File: config.mk
export PLATFORM = sky130hd
export DESIGN_NAME = uart_cmd_decoder_flat
export DESIGN_NICKNAME = d
export VERILOG_FILES = /design/src/rtl/uart_cmd_decoder_if.sv /design/src/rtl/uart_cmd_decoder.sv /design/src/flat_wrapper.sv
export SDC_FILE = /design/constraint.sdc
export NUM_CORES = 1
export LEC_CHECK = 0
export CELL_PAD_IN_SITES_DETAIL_PLACEMENT = 0
export CELL_PAD_IN_SITES_GLOBAL_PLACEMENT = 2
export CORE_ASPECT_RATIO = 0.7
export CORE_MARGIN = 2
export CORE_UTILIZATION = 27
export DETAILED_ROUTE_END_ITERATION = 6
export GPL_ROUTABILITY_DRIVEN = 0
export PLACE_DENSITY_LB_ADDON = 0.1
export SLEW_MARGIN = 10
export SYNTH_ARGS = -nofsm -noshare
export SYNTH_HDL_FRONTEND = slang
export SYNTH_SLANG_ARGS = --single-unit
File: constraint.sdc
create_clock -name CLK -period 1.4 [get_ports CLK]
set_input_delay 0.21 -clock CLK [delete_from_list [all_inputs] [get_ports CLK]]
set_output_delay 0.21 -clock CLK [all_outputs]
set_load 0.02 [all_outputs]
File: src/rtl/uart_cmd_decoder_if.sv
// Bundle between the UART receiver and the command decoder / system core.
// master: RX byte source and strobe consumer; slave: the decoder.
interface uart_cmd_decoder_if #(
  parameter int DATA_WIDTH = 8,
  parameter int ADDR_WIDTH = 4
);
  logic [DATA_WIDTH-1:0] RX_P_DATA;
  logic                  RX_D_VLD;
  logic                  RX_ERR;
  logic [ADDR_WIDTH-1:0] RF_ADDR;
  logic [DATA_WIDTH-1:0] RF_WR_DATA;
  logic                  RF_WR_EN;
  logic                  RF_RD_EN;
  logic [3:0]            ALU_FUN;
  logic                  ALU_EN;
  logic                  CMD_ERR;

  modport master (
    output RX_P_DATA, RX_D_VLD, RX_ERR,
    input  RF_ADDR, RF_WR_DATA, RF_WR_EN, RF_RD_EN, ALU_FUN, ALU_EN, CMD_ERR
  );

  modport slave (
    input  RX_P_DATA, RX_D_VLD, RX_ERR,
    output RF_ADDR, RF_WR_DATA, RF_WR_EN, RF_RD_EN, ALU_FUN, ALU_EN, CMD_ERR
  );
endinterface

File: src/rtl/uart_cmd_decoder.sv
// Parses UART command frames into 1-cycle RF write/read and ALU strobes; all outputs registered.
// Optional inter-byte timeout enabled by defining CMD_TIMEOUT_EN.
module uart_cmd_decoder #(
  parameter int DATA_WIDTH     = 8,
  parameter int ADDR_WIDTH     = 4,
  parameter int TIMEOUT_CYCLES = 1024
) (
  input logic                CLK,
  input logic                RST,
  uart_cmd_decoder_if.slave  bus
);

  typedef enum logic [2:0] {
    IDLE, WR_ADDR, WR_DATA, RD_ADDR, OP_A, OP_B, OP_FUN, NOP_FUN
  } state_t;

  state_t                state, state_nxt;
  logic [ADDR_WIDTH-1:0] addr_hold, addr_hold_nxt;
  logic [ADDR_WIDTH-1:0] rf_addr, rf_addr_nxt;
  logic [DATA_WIDTH-1:0] rf_wr_data, rf_wr_data_nxt;
  logic [3:0]            alu_fun, alu_fun_nxt;
  logic                  rf_wr_en, rf_wr_en_nxt;
  logic                  rf_rd_en, rf_rd_en_nxt;
  logic                  alu_en, alu_en_nxt;
  logic                  cmd_err, cmd_err_nxt;
  logic                  timeout_hit;

  logic [ADDR_WIDTH-1:0] byte_addr;
  logic [3:0]            byte_fun;

  assign byte_addr = bus.RX_P_DATA[ADDR_WIDTH-1:0];
  assign byte_fun  = bus.RX_P_DATA[3:0];

`ifdef CMD_TIMEOUT_EN
  localparam int CNT_W = $clog2(TIMEOUT_CYCLES);
  logic [CNT_W-1:0] gap_cnt;

  always_ff @(posedge CLK or negedge RST) begin
    if (!RST)
      gap_cnt <= '0;
    else if (bus.RX_D_VLD || state == IDLE)
      gap_cnt <= '0;
    else
      gap_cnt <= gap_cnt + CNT_W'(1);
  end

  // A byte on the terminal-count cycle takes priority over the timeout.
  assign timeout_hit = (state != IDLE) && !bus.RX_D_VLD &&
                       (gap_cnt == CNT_W'(TIMEOUT_CYCLES - 1));
`else
  assign timeout_hit = 1'b0;
`endif

  always_comb begin
    state_nxt      = state;
    addr_hold_nxt  = addr_hold;
    rf_addr_nxt    = rf_addr;
    rf_wr_data_nxt = rf_wr_data;
    alu_fun_nxt    = alu_fun;
    rf_wr_en_nxt   = 1'b0;
    rf_rd_en_nxt   = 1'b0;
    alu_en_nxt     = 1'b0;
    cmd_err_nxt    = 1'b0;

    if (bus.RX_D_VLD) begin
      if (bus.RX_ERR) begin
        state_nxt   = IDLE;
        cmd_err_nxt = 1'b1;
      end else begin
        case (state)
          IDLE: begin
            case (bus.RX_P_DATA)
              DATA_WIDTH'(8'hAA): state_nxt = WR_ADDR;
              DATA_WIDTH'(8'hBB): state_nxt = RD_ADDR;
              DATA_WIDTH'(8'hCC): state_nxt = OP_A;
              DATA_WIDTH'(8'hDD): state_nxt = NOP_FUN;
              default:            cmd_err_nxt = 1'b1;
            endcase
          end
          WR_ADDR: begin
            addr_hold_nxt = byte_addr;
            state_nxt     = WR_DATA;
          end
          WR_DATA: begin
            rf_addr_nxt    = addr_hold;
            rf_wr_data_nxt = bus.RX_P_DATA;
            rf_wr_en_nxt   = 1'b1;
            state_nxt      = IDLE;
          end
          RD_ADDR: begin
            rf_addr_nxt  = byte_addr;
            rf_rd_en_nxt = 1'b1;
            state_nxt    = IDLE;
          end
          OP_A: begin
            rf_addr_nxt    = '0;
            rf_wr_data_nxt = bus.RX_P_DATA;
            rf_wr_en_nxt   = 1'b1;
            state_nxt      = OP_B;
          end
          OP_B: begin
            rf_addr_nxt    = ADDR_WIDTH'(1);
            rf_wr_data_nxt = bus.RX_P_DATA;
            rf_wr_en_nxt   = 1'b1;
            state_nxt      = OP_FUN;
          end
          OP_FUN, NOP_FUN: begin
            alu_fun_nxt = byte_fun;
            alu_en_nxt  = 1'b1;
            state_nxt   = IDLE;
          end
          default: state_nxt = IDLE;
        endcase
      end
    end else if (timeout_hit) begin
      state_nxt   = IDLE;
      cmd_err_nxt = 1'b1;
    end
  end

  always_ff @(posedge CLK or negedge RST) begin
    if (!RST) begin
      state      <= IDLE;
      addr_hold  <= '0;
      rf_addr    <= '0;
      rf_wr_data <= '0;
      alu_fun    <= '0;
      rf_wr_en   <= 1'b0;
      rf_rd_en   <= 1'b0;
      alu_en     <= 1'b0;
      cmd_err    <= 1'b0;
    end else begin
      state      <= state_nxt;
      addr_hold  <= addr_hold_nxt;
      rf_addr    <= rf_addr_nxt;
      rf_wr_data <= rf_wr_data_nxt;
      alu_fun    <= alu_fun_nxt;
      rf_wr_en   <= rf_wr_en_nxt;
      rf_rd_en   <= rf_rd_en_nxt;
      alu_en     <= alu_en_nxt;
      cmd_err    <= cmd_err_nxt;
    end
  end

  assign bus.RF_ADDR    = rf_addr;
  assign bus.RF_WR_DATA = rf_wr_data;
  assign bus.RF_WR_EN   = rf_wr_en;
  assign bus.RF_RD_EN   = rf_rd_en;
  assign bus.ALU_FUN    = alu_fun;
  assign bus.ALU_EN     = alu_en;
  assign bus.CMD_ERR    = cmd_err;

endmodule

File: src/flat_wrapper.sv
// flat-port wrapper written by rule: the top's interface ports become plain ports
module uart_cmd_decoder_flat 
#(
  parameter int DATA_WIDTH     = 8,
  parameter int ADDR_WIDTH     = 4,
  parameter int TIMEOUT_CYCLES = 1024
)
  (CLK, RST, bus_RX_P_DATA, bus_RX_D_VLD, bus_RX_ERR, bus_RF_ADDR, bus_RF_WR_DATA, bus_RF_WR_EN, bus_RF_RD_EN, bus_ALU_FUN, bus_ALU_EN, bus_CMD_ERR);
  uart_cmd_decoder_if #(.DATA_WIDTH(DATA_WIDTH), .ADDR_WIDTH(ADDR_WIDTH)) bus_i ();
  input logic CLK;
  input logic RST;
  input wire logic [$bits(bus_i.RX_P_DATA)-1:0] bus_RX_P_DATA;
  input wire logic [$bits(bus_i.RX_D_VLD)-1:0] bus_RX_D_VLD;
  input wire logic [$bits(bus_i.RX_ERR)-1:0] bus_RX_ERR;
  output wire logic [$bits(bus_i.RF_ADDR)-1:0] bus_RF_ADDR;
  output wire logic [$bits(bus_i.RF_WR_DATA)-1:0] bus_RF_WR_DATA;
  output wire logic [$bits(bus_i.RF_WR_EN)-1:0] bus_RF_WR_EN;
  output wire logic [$bits(bus_i.RF_RD_EN)-1:0] bus_RF_RD_EN;
  output wire logic [$bits(bus_i.ALU_FUN)-1:0] bus_ALU_FUN;
  output wire logic [$bits(bus_i.ALU_EN)-1:0] bus_ALU_EN;
  output wire logic [$bits(bus_i.CMD_ERR)-1:0] bus_CMD_ERR;
  assign bus_i.RX_P_DATA = bus_RX_P_DATA;
  assign bus_i.RX_D_VLD = bus_RX_D_VLD;
  assign bus_i.RX_ERR = bus_RX_ERR;
  assign bus_RF_ADDR = bus_i.RF_ADDR;
  assign bus_RF_WR_DATA = bus_i.RF_WR_DATA;
  assign bus_RF_WR_EN = bus_i.RF_WR_EN;
  assign bus_RF_RD_EN = bus_i.RF_RD_EN;
  assign bus_ALU_FUN = bus_i.ALU_FUN;
  assign bus_ALU_EN = bus_i.ALU_EN;
  assign bus_CMD_ERR = bus_i.CMD_ERR;
  uart_cmd_decoder #(.DATA_WIDTH(DATA_WIDTH), .ADDR_WIDTH(ADDR_WIDTH), .TIMEOUT_CYCLES(TIMEOUT_CYCLES)) u_core (.CLK(CLK), .RST(RST), .bus(bus_i));
endmodule
==> impl_metrics.json, run 1 <==
{
  "fin_crit_ns": 1.43,
  "final-max-slew-violation-count": 0,
  "yosysWarnings": 0,
  "synth.most_common_cell": "dfrtp_1",
  "initialDrtViolationCount": 37,
  "layout.core_utilization": 0.431,
  "critical_path.slowest_cell": "dfrtp_2",
  "setup_viol_count_final": 3,
  "finalHoldViolCount": 0,
  "boundaryPins": 32,
  "finalNonFillerCells": 216,
  "all_layer_gr_usage": 0.129,
  "grt_first_pass_wirelength_um": 4950,
  "drcViolationCount": 0,
  "layout_cell_share_with_drive_strength_beyond_1": 0.342,
  "min_path_type": "in -> reg",
  "worst_pin_slew_ns": 0.361,
  "final.period_utilization": 1.02,
  "final_layout_setup_total_negative_slack_ns": -0.0671,
  "cellPowerDensity_nw_per_um2": 1130,
  "syn_avg_cell_area_um2": 11.6,
  "portion_of_the_post_synthesis_area_used_by_sequential_elements": 0.553,
  "routed_wl_um": 3020,
  "max_freq_ghz": 0.698,
  "critPathArrivalTime_ns": 1.59,
  "rsz0062_at_grt": "true",
  "regToRegStartpoint": "u_core.state[2]",
  "synth_flop_cell": "dfrtp_1",
  "die_h_um": 60.3,
  "antennaDiodeCount": 0,
  "netlist_area_um2": 1220,
  "synth_cells": 105,
  "logic_depth_of_the_worst_register_to_register_path": 3,
  "path_class": "reg -> reg",
  "cts.path.max_buffers": 2,
  "worst_path_largest_cell_delay_ns": 0.46,
  "number_of_global_route_vias_before_repair": 1045,
  "firstDrtPassIters": 3,
  "outcome": "finished, violations left",
  "ys_ff_latch": 27,
  "grt_antenna_before_repair": 0,
  "crit_chain": "nand2b_4 -> or3_4 -> mux2_4",
  "finClkSkew_ns": 0.00419,
  "violated_checks": "setup timing",
  "syn-num-nets": 117,
  "clk_pin_slew_ns": 0.09,
  "die_width_um": 84.4,
  "overflow": 0,
  "syn_to_final_growth_pct": 53.7,
  "std_cell_rows": 20,
  "die_area_um2": 5090,
  "detail_route.vias_per_cell": 4.53,
  "synth_top_area_frac": 0.553,
  "ys_async_sr_fraction": 1.00,
  "synthDistinctLibCells": 28,
  "cts_sinks": 27,
  "cts_max_level": 1,
  "detailedPlacementHpwl_um": 2200,
  "rrSetupSlack_ns": -0.03,
  "crit_path_start_kind": "flop",
  "synth_commonest_cells": "27 x dfrtp_1, 12 x mux2_2, 11 x nand2_1, 8 x inv_1, 7 x nor2_1",
  "pre_cts_ws_ns": -0.390,
  "grt_max_degree": 28,
  "power.leakage_nw": 0.964,
  "floorplan.initialDensity": 0.280,
  "min_to": "u_core.addr_hold[1]",
  "worst_slew_margin_rel": 0.759,
  "placed_cells": 208,
  "worst_reg2reg_path_endpoint": "u_core.addr_hold[2]",
  "peakVddDrop_mv": 0.713,
  "setup_slack_ns": -0.0330,
  "worst_skew_pair.late_latency_ns": 0.27,
  "design.final.nets": 174,
  "critical_path_required_ns": 1.56,
  "critical_path_peak_fanout": 7,
  "io_buffer_count": 31,
  "report.power.total_mw": 2.12,
  "routedWlPerCell_um": 14.0,
  "count_of_flip_flops_with_a_built_in_enable_after_synthesis": 0,
  "worstHoldStart": "bus_RX_P_DATA[1]",
  "synth_top_cell_by_area": "dfrtp_1",
  "ant_nets": 0,
  "max-cap-violations": 0,
  "numCtsBuffers": 3,
  "cts_hold_repair.buffers": 0,
  "cts-root-buf": "clkbuf_8",
  "timing.critical_path.to_type": "flop",
  "synth_area_leaders": "dfrtp_1 55%, mux2_2 11%, nand2_1 3.4%, o21ai_0 2.5%, inv_1 2.5%",
  "holdPathStages": 2,
  "cts_tree": "yes",
  "core_um2": 4350,
  "via_total_after_detailed_routing": 978
}
-- per-stage QoR --
step	cell area, µm²	hold WS [ns]
final	1880	0.300
after global routing	1880	0.323
after CTS	1770	0.315
after detailed placement	1740	0.470
after global placement	1740	0.459
after floorplan	1220	-0.0856
-- how the worst max path moves through the flow --
| stage | from | endpoint | slack, ns | cells past startpoint |
|---|---|---|---|---|
| final | u_core.state[2] | u_core.addr_hold[2] | -0.03 | 3 |
| after global routing | u_core.state[2] | u_core.addr_hold[3] | -0.05 | 3 |
| after CTS | bus_RX_P_DATA[1] | u_core.state[0] | -0.06 | 5 |
| after detailed placement | bus_RX_P_DATA[1] | u_core.state[0] | -0.39 | 5 |
| after global placement | bus_RX_ERR | u_core.addr_hold[2] | -0.28 | 4 |
| after floorplan | u_core.state[2] | u_core.addr_hold[2] | 0.01 | 4 |
-- timing repair --
| item | 4_1_cts | 5_1_grt |
|---|---|---|
| pin swaps | 0 | 5 |
| gates resized for setup | 21 | 19 |
| endpoints found under the setup margin | 33 | 18 |
| setup buffers | 0 | 4 |
| cloned | 0 | 0 |
-- cell families after synthesis --
family / synth area share
compound gates: 0.125
xor+xnor: 0.0143
buf+inv: 0.0512
flops: 0.553
mux: 0.129
simple gates: 0.127
-- power breakdown --
part | leakage (nW) | total [mW] | switching, mW | internal [mW]
registers | 0.351 | 1.02 | 0.0859 | 0.936
clock network | 0.0228 | 0.446 | 0.242 | 0.204
logic | 0.590 | 0.648 | 0.322 | 0.326
total | 0.964 | 2.12 | 0.650 | 1.47
-- cell type report --
class | count | area [µm²]
clock buffers | 4 | 45.0
well taps | 55 | 68.8
repair buffers | 56 | 499
flip-flops and latches | 27 | 679
multi-input cells | 66 | 554
inverters | 8 | 30.0
fillers | 456 | 2480
-- cells in the final DEF (no fill, tap or decap), types with 2 or more instances in the layout --
| cell type | Yosys | final |
|---|---|---|
| o21ai_0 | 6 | 4 |
| nand2_1 | 11 | 11 |
| dlygate4sd2_1 | 0 | 20 |
| nor2_1 | 7 | 6 |
| nand3_1 | 2 | 2 |
| dlymetal6s2s_1 | 0 | 4 |
| clkdlybuf4s50_1 | 0 | 7 |
| xor2_1 | 2 | 2 |
| dfrtp_1 | 27 | 24 |
| mux2_2 | 12 | 12 |
| mux2_4 | 0 | 2 |
| inv_1 | 8 | 8 |
| clkbuf_8 | 0 | 3 |
| nand2b_4 | 1 | 2 |
| dfrtp_2 | 0 | 3 |
| o21ai_1 | 0 | 2 |
| buf_4 | 0 | 23 |
| nand2b_1 | 3 | 2 |
| o22ai_1 | 3 | 3 |
| a31oi_1 | 3 | 3 |
| a21o_1 | 2 | 2 |
-- sequential cells by signal, summed over array words and instances, names as in the netlist --
signal                 count
u_core.addr_hold           4
u_core.bus.ALU_EN          1
u_core.bus.ALU_FUN         4
u_core.bus.CMD_ERR         1
u_core.bus.RF_ADDR         4
u_core.bus.RF_RD_EN        1
u_core.bus.RF_WR_DATA      8
u_core.bus.RF_WR_EN        1
u_core.state               3
-- metal layers --
layer / vias to the layer above / GRT usage / part of all wire
li1: 477 / - / -
met1: 476 / 0.158 / 0.47
met2: 21 / 0.215 / 0.47
met3: 4 / 0.0401 / 0.048
met4: 0 / 0.0499 / 0.012
met5: - / 0 / 0
-- critical path: cells and delay by family (launching register included) --
| kind | cells | cell delay (ns) |
|---|---|---|
| flops | 1 | 0.46 |
| simple gates | 2 | 0.55 |
| mux | 1 | 0.31 |
No activity file was read; power rests on OpenSTA's default activity.
==> run 2, diff against run 1 <==
--- a/constraint.sdc
+++ b/constraint.sdc
@@ -3,2 +3,2 @@
 set_output_delay 0.21 -clock CLK [all_outputs]
-set_load 0.02 [all_outputs]
+set_load 0.05 [all_outputs]
==> run 2 against run 1 <==
The run now ends clean. Final cell count is 1.4% higher. Count of clock-buffer cells in the layout unchanged. Power is 29% higher. Global-route usage is 0.24 points lower. Worst setup slack improved by 0.047 ns. Largest power group is now combinational logic. Flip-flop and latch count did not move. Highest routed layer unchanged. Critical endpoint is now u_core.addr_hold[3]. Critical path type is now in -> reg. Wire length down 3.5%. Clock power decreased by 1%. Core utilization rose by 5.4 points. Via count rose by 1.4%.
==> impl_metrics.json, run 2 (same netlist as run 1, synthesis figures left out) <==
{
  "grt_max_degree": 28,
  "final_cell_mix": "25 x buf_4, 24 x dfrtp_1, 21 x buf_12",
  "layout.core_utilization": 0.485,
  "logic_depth_of_the_worst_register_to_register_path": 3,
  "max_freq_ghz": 0.722,
  "worstHoldStart": "bus_RX_P_DATA[1]",
  "syn_to_final_growth_pct": 72.8,
  "cts_tree": "yes",
  "fin_crit_ns": 1.39,
  "boundaryPins": 32,
  "overflow": 0,
  "detailedPlacementHpwl_um": 2220,
  "finalHoldViolCount": 0,
  "internal_power_mw": 1.77,
  "floorplan.initialDensity": 0.280,
  "path_class": "in -> reg",
  "drcViolationCount": 0,
  "report.power.total_mw": 2.73,
  "power.net_switching_mw": 0.953,
  "power.leakage_nw": 0.982,
  "setup_viol_count_final": 0,
  "initialDrtViolationCount": 29,
  "worst_path_largest_cell_delay_ns": 0.42,
  "seqPwrFrac": 0.398,
  "power.clock.fraction": 0.162,
  "final.period_utilization": 0.990,
  "netSwitchingFraction": 0.350,
  "final-max-slew-violation-count": 0,
  "cts.path.max_buffers": 2,
  "worst_slew_margin_rel": 0.764,
  "crit_chain": "clkdlybuf4s50_1 -> nand2b_1 -> or3_4 -> mux2_4",
  "cts_max_level": 1,
  "rsz0062_at_grt": "true",
  "peakVddDrop_mv": 0.850,
  "antennaDiodeCount": 0,
  "number_of_global_route_vias_before_repair": 1034,
  "die_area_um2": 5090,
  "core_um2": 4350,
  "regToRegStartpoint": "u_core.state[2]",
  "outcome": "complete, no violations",
  "io_buffer_count": 31,
  "cts-root-buf": "clkbuf_8",
  "cts_sinks": 27,
  "max-cap-violations": 0,
  "numCtsBuffers": 3,
  "detail_route.vias_per_cell": 4.53,
  "grt_first_pass_wirelength_um": 4940,
  "largest_register_ffs": 8,
  "holdPathStages": 2,
  "critical_path_peak_fanout": 4,
  "worst-path-buf-inv": 1,
  "die_width_um": 84.4,
  "layout_cell_share_with_drive_strength_beyond_1": 0.470,
  "firstDrtPassIters": 4,
  "critPathArrivalTime_ns": 1.54,
  "pre_cts_ws_ns": -0.377,
  "worst_pin_slew_ns": 0.354,
  "all_layer_gr_usage": 0.126,
  "crit_family": "simple AND/OR/NAND/NOR gates",
  "cellPowerDensity_nw_per_um2": 1290,
  "grt_antenna_before_repair": 0,
  "die_h_um": 60.3,
  "critical_path_required_ns": 1.56,
  "worst_reg2reg_path_endpoint": "u_core.addr_hold[3]",
  "ant_nets": 0,
  "finalNonFillerCells": 219,
  "setup_slack_ns": 0.0142,
  "timing.critical_path.to_type": "flop",
  "worst_skew_pair.late_latency_ns": 0.27,
  "clk_pin_slew_ns": 0.09,
  "routedWlPerCell_um": 13.3,
  "via_total_after_detailed_routing": 992,
  "final_layout_setup_total_negative_slack_ns": 0,
  "placed_cells": 208,
  "critical_path.slowest_cell": "or3_4",
  "rrSetupSlack_ns": 0.01,
  "crit_path_start_kind": "primary input",
  "design.final.nets": 177,
  "min_path_type": "in -> reg",
  "nFillCells": 428,
  "most_common_cell_after_layout_fill_and_taps_aside": "buf_4",
  "min_to": "u_core.addr_hold[1]",
  "std_cell_rows": 20,
  "finClkSkew_ns": 0.00327,
  "routed_wl_um": 2910,
  "combPwrFrac": 0.440
}
==> run 2: changes by cell type in the layout (fill, tap and decap cells not counted), sizes merged <==
cell | previous run | this run
buf | 25 | 48
clkdlybuf4s50 | 7 | 6
dlygate4sd2 | 20 | 4
dlymetal6s2s | 4 | 1
==> run 2: metrics by stage <==
stage	area, µm²	hold WS, ns
2_1_floorplan	1220	-0.0856
3_3_place_gp	1940	0.477
3_5_place_dp	1940	0.484
4_1_cts	2040	0.326
5_1_grt	2110	0.318
6_report	2110	0.288
==> run 2: cell type report <==
class,instances,area (µm²),share of cell area
inverters,8,30.0,0.0142
repair buffers,59,738,0.350
multi-input cells,66,549,0.260
well taps,55,68.8,0.0326
clock buffers,4,45.0,0.0213
flip-flops and latches,27,679,0.322
==> run 2: worst reg2reg max path: cells and delay by family (launching register included) <==
| kind | cells | cell delay, ns |
|---|---|---|
| simple gates | 2 | 0.52 |
| flops | 1 | 0.45 |
| mux | 1 | 0.31 |
==> run 2: timing repair <==
item | in CTS | in global routing
resized for setup | 10 | 12
endpoints found under the setup margin | 13 | 16
pin swaps | 2 | 6
hold buffers | 0 | 0
setup buffers | 3 | 4
==> run 2: power by group through the flow <==
stage | registers (mW) | logic (mW) | clock network (mW)
2_1_floorplan | 1.40 | 0.207 | 0
3_3_place_gp | 1.10 | 1.15 | 0
3_5_place_dp | 1.10 | 1.15 | 0
4_1_cts | 1.09 | 1.17 | 0.459
5_1_grt | 1.11 | 1.27 | 0.500
6_report | 1.09 | 1.20 | 0.440
==> run 2: how the worst max path moves through the flow <==
stage	to	cells after the start	start
after CTS	u_core.addr_hold[3]	4	bus_RX_ERR
after detailed placement	u_core.state[0]	5	bus_RX_P_DATA[1]
after floorplan	u_core.addr_hold[2]	4	u_core.state[2]
after global routing	u_core.bus.RF_ADDR[3]	5	u_core.state[2]
after global placement	u_core.addr_hold[2]	4	bus_RX_ERR
final	u_core.addr_hold[3]	4	bus_RX_ERR
==> run 2: layer usage <==
metal,part of all wire,global-route usage,up-vias
li1,-,-,486
met1,0.48,0.163,485
met2,0.46,0.214,19
met3,0.050,0.0401,2
met4,0.0055,0.0204,0
met5,0,0,-
==> run 3, diff against run 2 <==
ABC_AREA = 1   (was unset)
CORE_UTILIZATION = 25   (was 27)
==> run 3 against run 2 <==
Largest power group unchanged. Count of clock-buffer cells in the layout down 1. Flip-flop and latch count unchanged. Core utilization down 6.6 points. Combinational power up 110%. Via count up 19%. Sequential share of layout area down 1.5 points. Sequential power up 23%. Clock power up 7.0%. Highest routed layer is now met3. Wire length up 13%. Worst hold slack better by 0.015 ns. Design area up 4.8%.
==> impl_metrics.json, run 3 <==
{
  "worst_slew_margin_rel": 0.750,
  "critical_path_required_ns": 1.58,
  "detailedPlacementHpwl_um": 2640,
  "post_synth_fa_ha_maj_area_fraction": 0,
  "yosys.area_share.simple": 0.339,
  "netSwitchingFraction": 0.444,
  "yosysWarnings": 0,
  "synth.most_common_cell": "nand2_1",
  "portion_of_the_post_synthesis_area_used_by_sequential_elements": 0.490,
  "synth_xor_xnor_area_share": 0,
  "final.period_utilization": 0.934,
  "ant_nets": 0,
  "synth_top_cell_by_area": "dfrtp_1",
  "all_layer_gr_usage": 0.119,
  "syn-num-nets": 181,
  "synth-compound-area-share": 0.0961,
  "max-cap-violations": 0,
  "layout_cell_share_with_drive_strength_beyond_1": 0.359,
  "synth_flop_cell": "dfrtp_1",
  "path_class": "reg -> reg",
  "routedWlPerCell_um": 11.1,
  "design.final.nets": 236,
  "finalHoldViolCount": 0,
  "die_area_um2": 6140,
  "power.net_switching_mw": 1.90,
  "crit_path_start_kind": "flop",
  "cts_max_level": 1,
  "min_path_type": "in -> async",
  "cts_tree": "yes",
  "netlist_area_um2": 1380,
  "crit_family": "simple AND/OR/NAND/NOR gates",
  "final_cell_mix": "55 x nand2_1, 25 x dfrtp_1, 20 x buf_12, 20 x buf_4, 19 x inv_1",
  "syn_to_final_growth_pct": 60.3,
  "via_total_after_detailed_routing": 1185,
  "critPathMostFrequentCell": "nand2_1",
  "power.clock.fraction": 0.110,
  "grt_first_pass_wirelength_um": 5710,
  "synth_commonest_cells": "59 x nand2_1, 27 x dfrtp_1, 20 x inv_1, 12 x nor2_1, 12 x o21ai_0",
  "overflow": 0,
  "ys_ff_latch": 27,
  "die_h_um": 66.2,
  "drcViolationCount": 0,
  "grt_use_met1": 0.178,
  "gr-max-usage-layer": "met2",
  "grt_max_degree": 28,
  "syn_avg_cell_area_um2": 8.17,
  "internal_power_mw": 2.38,
  "initialDrtViolationCount": 17,
  "worst_path_largest_cell_delay_ns": 0.47,
  "multiplexer_fraction_of_the_synthesized_cell_area": 0,
  "core_um2": 5290,
  "worst_pin_slew_ns": 0.374,
  "largest_register_ffs": 8,
  "fin_crit_ns": 1.31,
  "cts-root-buf": "clkbuf_8",
  "power.leakage_nw": 1.12,
  "detail_route.vias_per_cell": 4.02,
  "finClkSkew_ns": 0.00418,
  "cellPowerDensity_nw_per_um2": 1930,
  "die_width_um": 92.8,
  "worst_skew_pair.late_latency_ns": 0.28,
  "synth_area_leaders": "dfrtp_1 49%, nand2_1 16%, inv_1 5.4%, o21ai_0 4.4%, o21ai_2 3.8%",
  "count_of_flip_flops_with_a_built_in_enable_after_synthesis": 0,
  "combPwrFrac": 0.576,
  "numCtsBuffers": 3,
  "placed_cells": 287,
  "synth_cells": 169,
  "cts_hold_repair.buffers": 0,
  "outcome": "complete, no violations",
  "most_common_cell_after_layout_fill_and_taps_aside": "nand2_1",
  "boundaryPins": 32,
  "std_cell_rows": 22,
  "peakVddDrop_mv": 0.694,
  "critPathArrivalTime_ns": 1.49,
  "max_freq_ghz": 0.765,
  "cts_sinks": 27,
  "cts.path.max_buffers": 2,
  "ys_async_sr_fraction": 1.00,
  "floorplan.initialDensity": 0.261,
  "globalRouteMet3Util": 0.0262,
  "antennaDiodeCount": 0,
  "main_combinational_cell_family_by_area_after_synthesis": "simple AND/OR/NAND/NOR gates",
  "synth_top_area_frac": 0.490,
  "io_buffer_count": 31,
  "setup_viol_count_final": 0,
  "clk_pin_slew_ns": 0.10,
  "critical_path.slowest_cell": "dfrtp_2",
  "critical_path_peak_fanout": 5,
  "firstDrtPassIters": 4,
  "final-max-slew-violation-count": 0,
  "number_of_global_route_vias_before_repair": 1205,
  "worst-path-buf-inv": 0,
  "grt_antenna_before_repair": 0,
  "layout.core_utilization": 0.419,
  "grtUsageMet2": 0.178,
  "timing.critical_path.to_type": "flop",
  "report.power.total_mw": 4.28,
  "synthDistinctLibCells": 21,
  "crit_chain": "nor2_2 -> nand2_1 -> nor2_1 -> nand3_2 -> nand3_1 -> nand2_1",
  "finalNonFillerCells": 295,
  "seqPwrFrac": 0.314,
  "routed_wl_um": 3280,
  "rsz0062_at_grt": "true"
}
-- run 3: changes by cell type after synthesis, moves of 3 or more --
cell      previous run  this run
nand2_1             11        59
inv_1                8        20
mux2_2              12         0
nand2_2              0         8
nand3_1              2         9
o21ai_0              6        12
o21ai_2              0         6
nor2_1               7        12
a31oi_1              3         0
nand2b_1             3         0
o22ai_1              3         0
-- run 3: power groups by stage --
stage / logic (mW) / registers [mW] / clock network, mW
detailed placement: 2.35 / 1.35 / 0
finish: 2.47 / 1.34 / 0.471
global route: 2.65 / 1.38 / 0.529
CTS: 2.35 / 1.33 / 0.498
global placement: 2.35 / 1.33 / 0
floorplan: 0.736 / 1.85 / 0
-- run 3: cell type report --
type,count,area (µm²)
clock buffer,3,41.3
clock inverter,1,7.51
fill,542,3070
inverter,23,88.8
multi-input combinational,118,646
sequential,27,678
tap,72,90.1
timing repair buffer,51,661
-- run 3: path summary, 6_finish.rpt --
check / from / endpoint / slack (ns) / cells past startpoint
min in group CLK: u_core.addr_hold[3] / u_core.addr_hold[3] / 0.50 / 2
max: u_core.state[1] / u_core.state[1] / 0.09 / 6
min: RST / u_core.bus.RF_WR_DATA[6] / 0.30 / 2
min reg2reg: u_core.addr_hold[3] / u_core.addr_hold[3] / 0.50 / 2
max in group asynchronous: RST / u_core.state[1] / 0.81 / 2
max reg2reg: u_core.state[1] / u_core.state[1] / 0.09 / 6
-- run 3: what timing repair did --
action                                  4_1_cts  5_1_grt
resized for setup                             0       17
setup buffers                                 0        4
endpoints found under the hold margin         0        0
endpoints found under the setup margin        0       10
-- run 3: kinds of logic (layout without fill, tap and decap cells) --
group	after synthesis	count (layout)
simple gates	97	97
flops	27	27
buf+inv	24	78
compound gates	21	21
-- run 3: through the flow --
stage | cell area (µm²) | worst slack, ns | TNS [ns] | hold slack (ns)
final | 2210 | 0.0927 | 0 | 0.304
after global routing | 2210 | -0.0382 | -0.141 | 0.354
after CTS | 2130 | 0.0294 | 0 | 0.316
after detailed placement | 2090 | -0.207 | -2.46 | 0.484
after global placement | 2090 | -0.166 | -2.01 | 0.471
after floorplan | 1380 | 0.167 | 0 | -0.0856
-- run 3: worst register-to-register path: stages, from the launching register on --
cell and delay, ns:
dfrtp_2 0.47, nor2_2 0.15, nand2_1 0.12, nor2_1 0.19, nand3_2 0.12, nand3_1 0.11, nand2_1 0.06
-- run 3: metal layers --
| layer | vias up | share of wire |
|---|---|---|
| li1 | 634 | - |
| met1 | 527 | 0.54 |
| met2 | 24 | 0.42 |
| met3 | 0 | 0.041 |
| met4 | 0 | 0 |
| met5 | - | 0 |
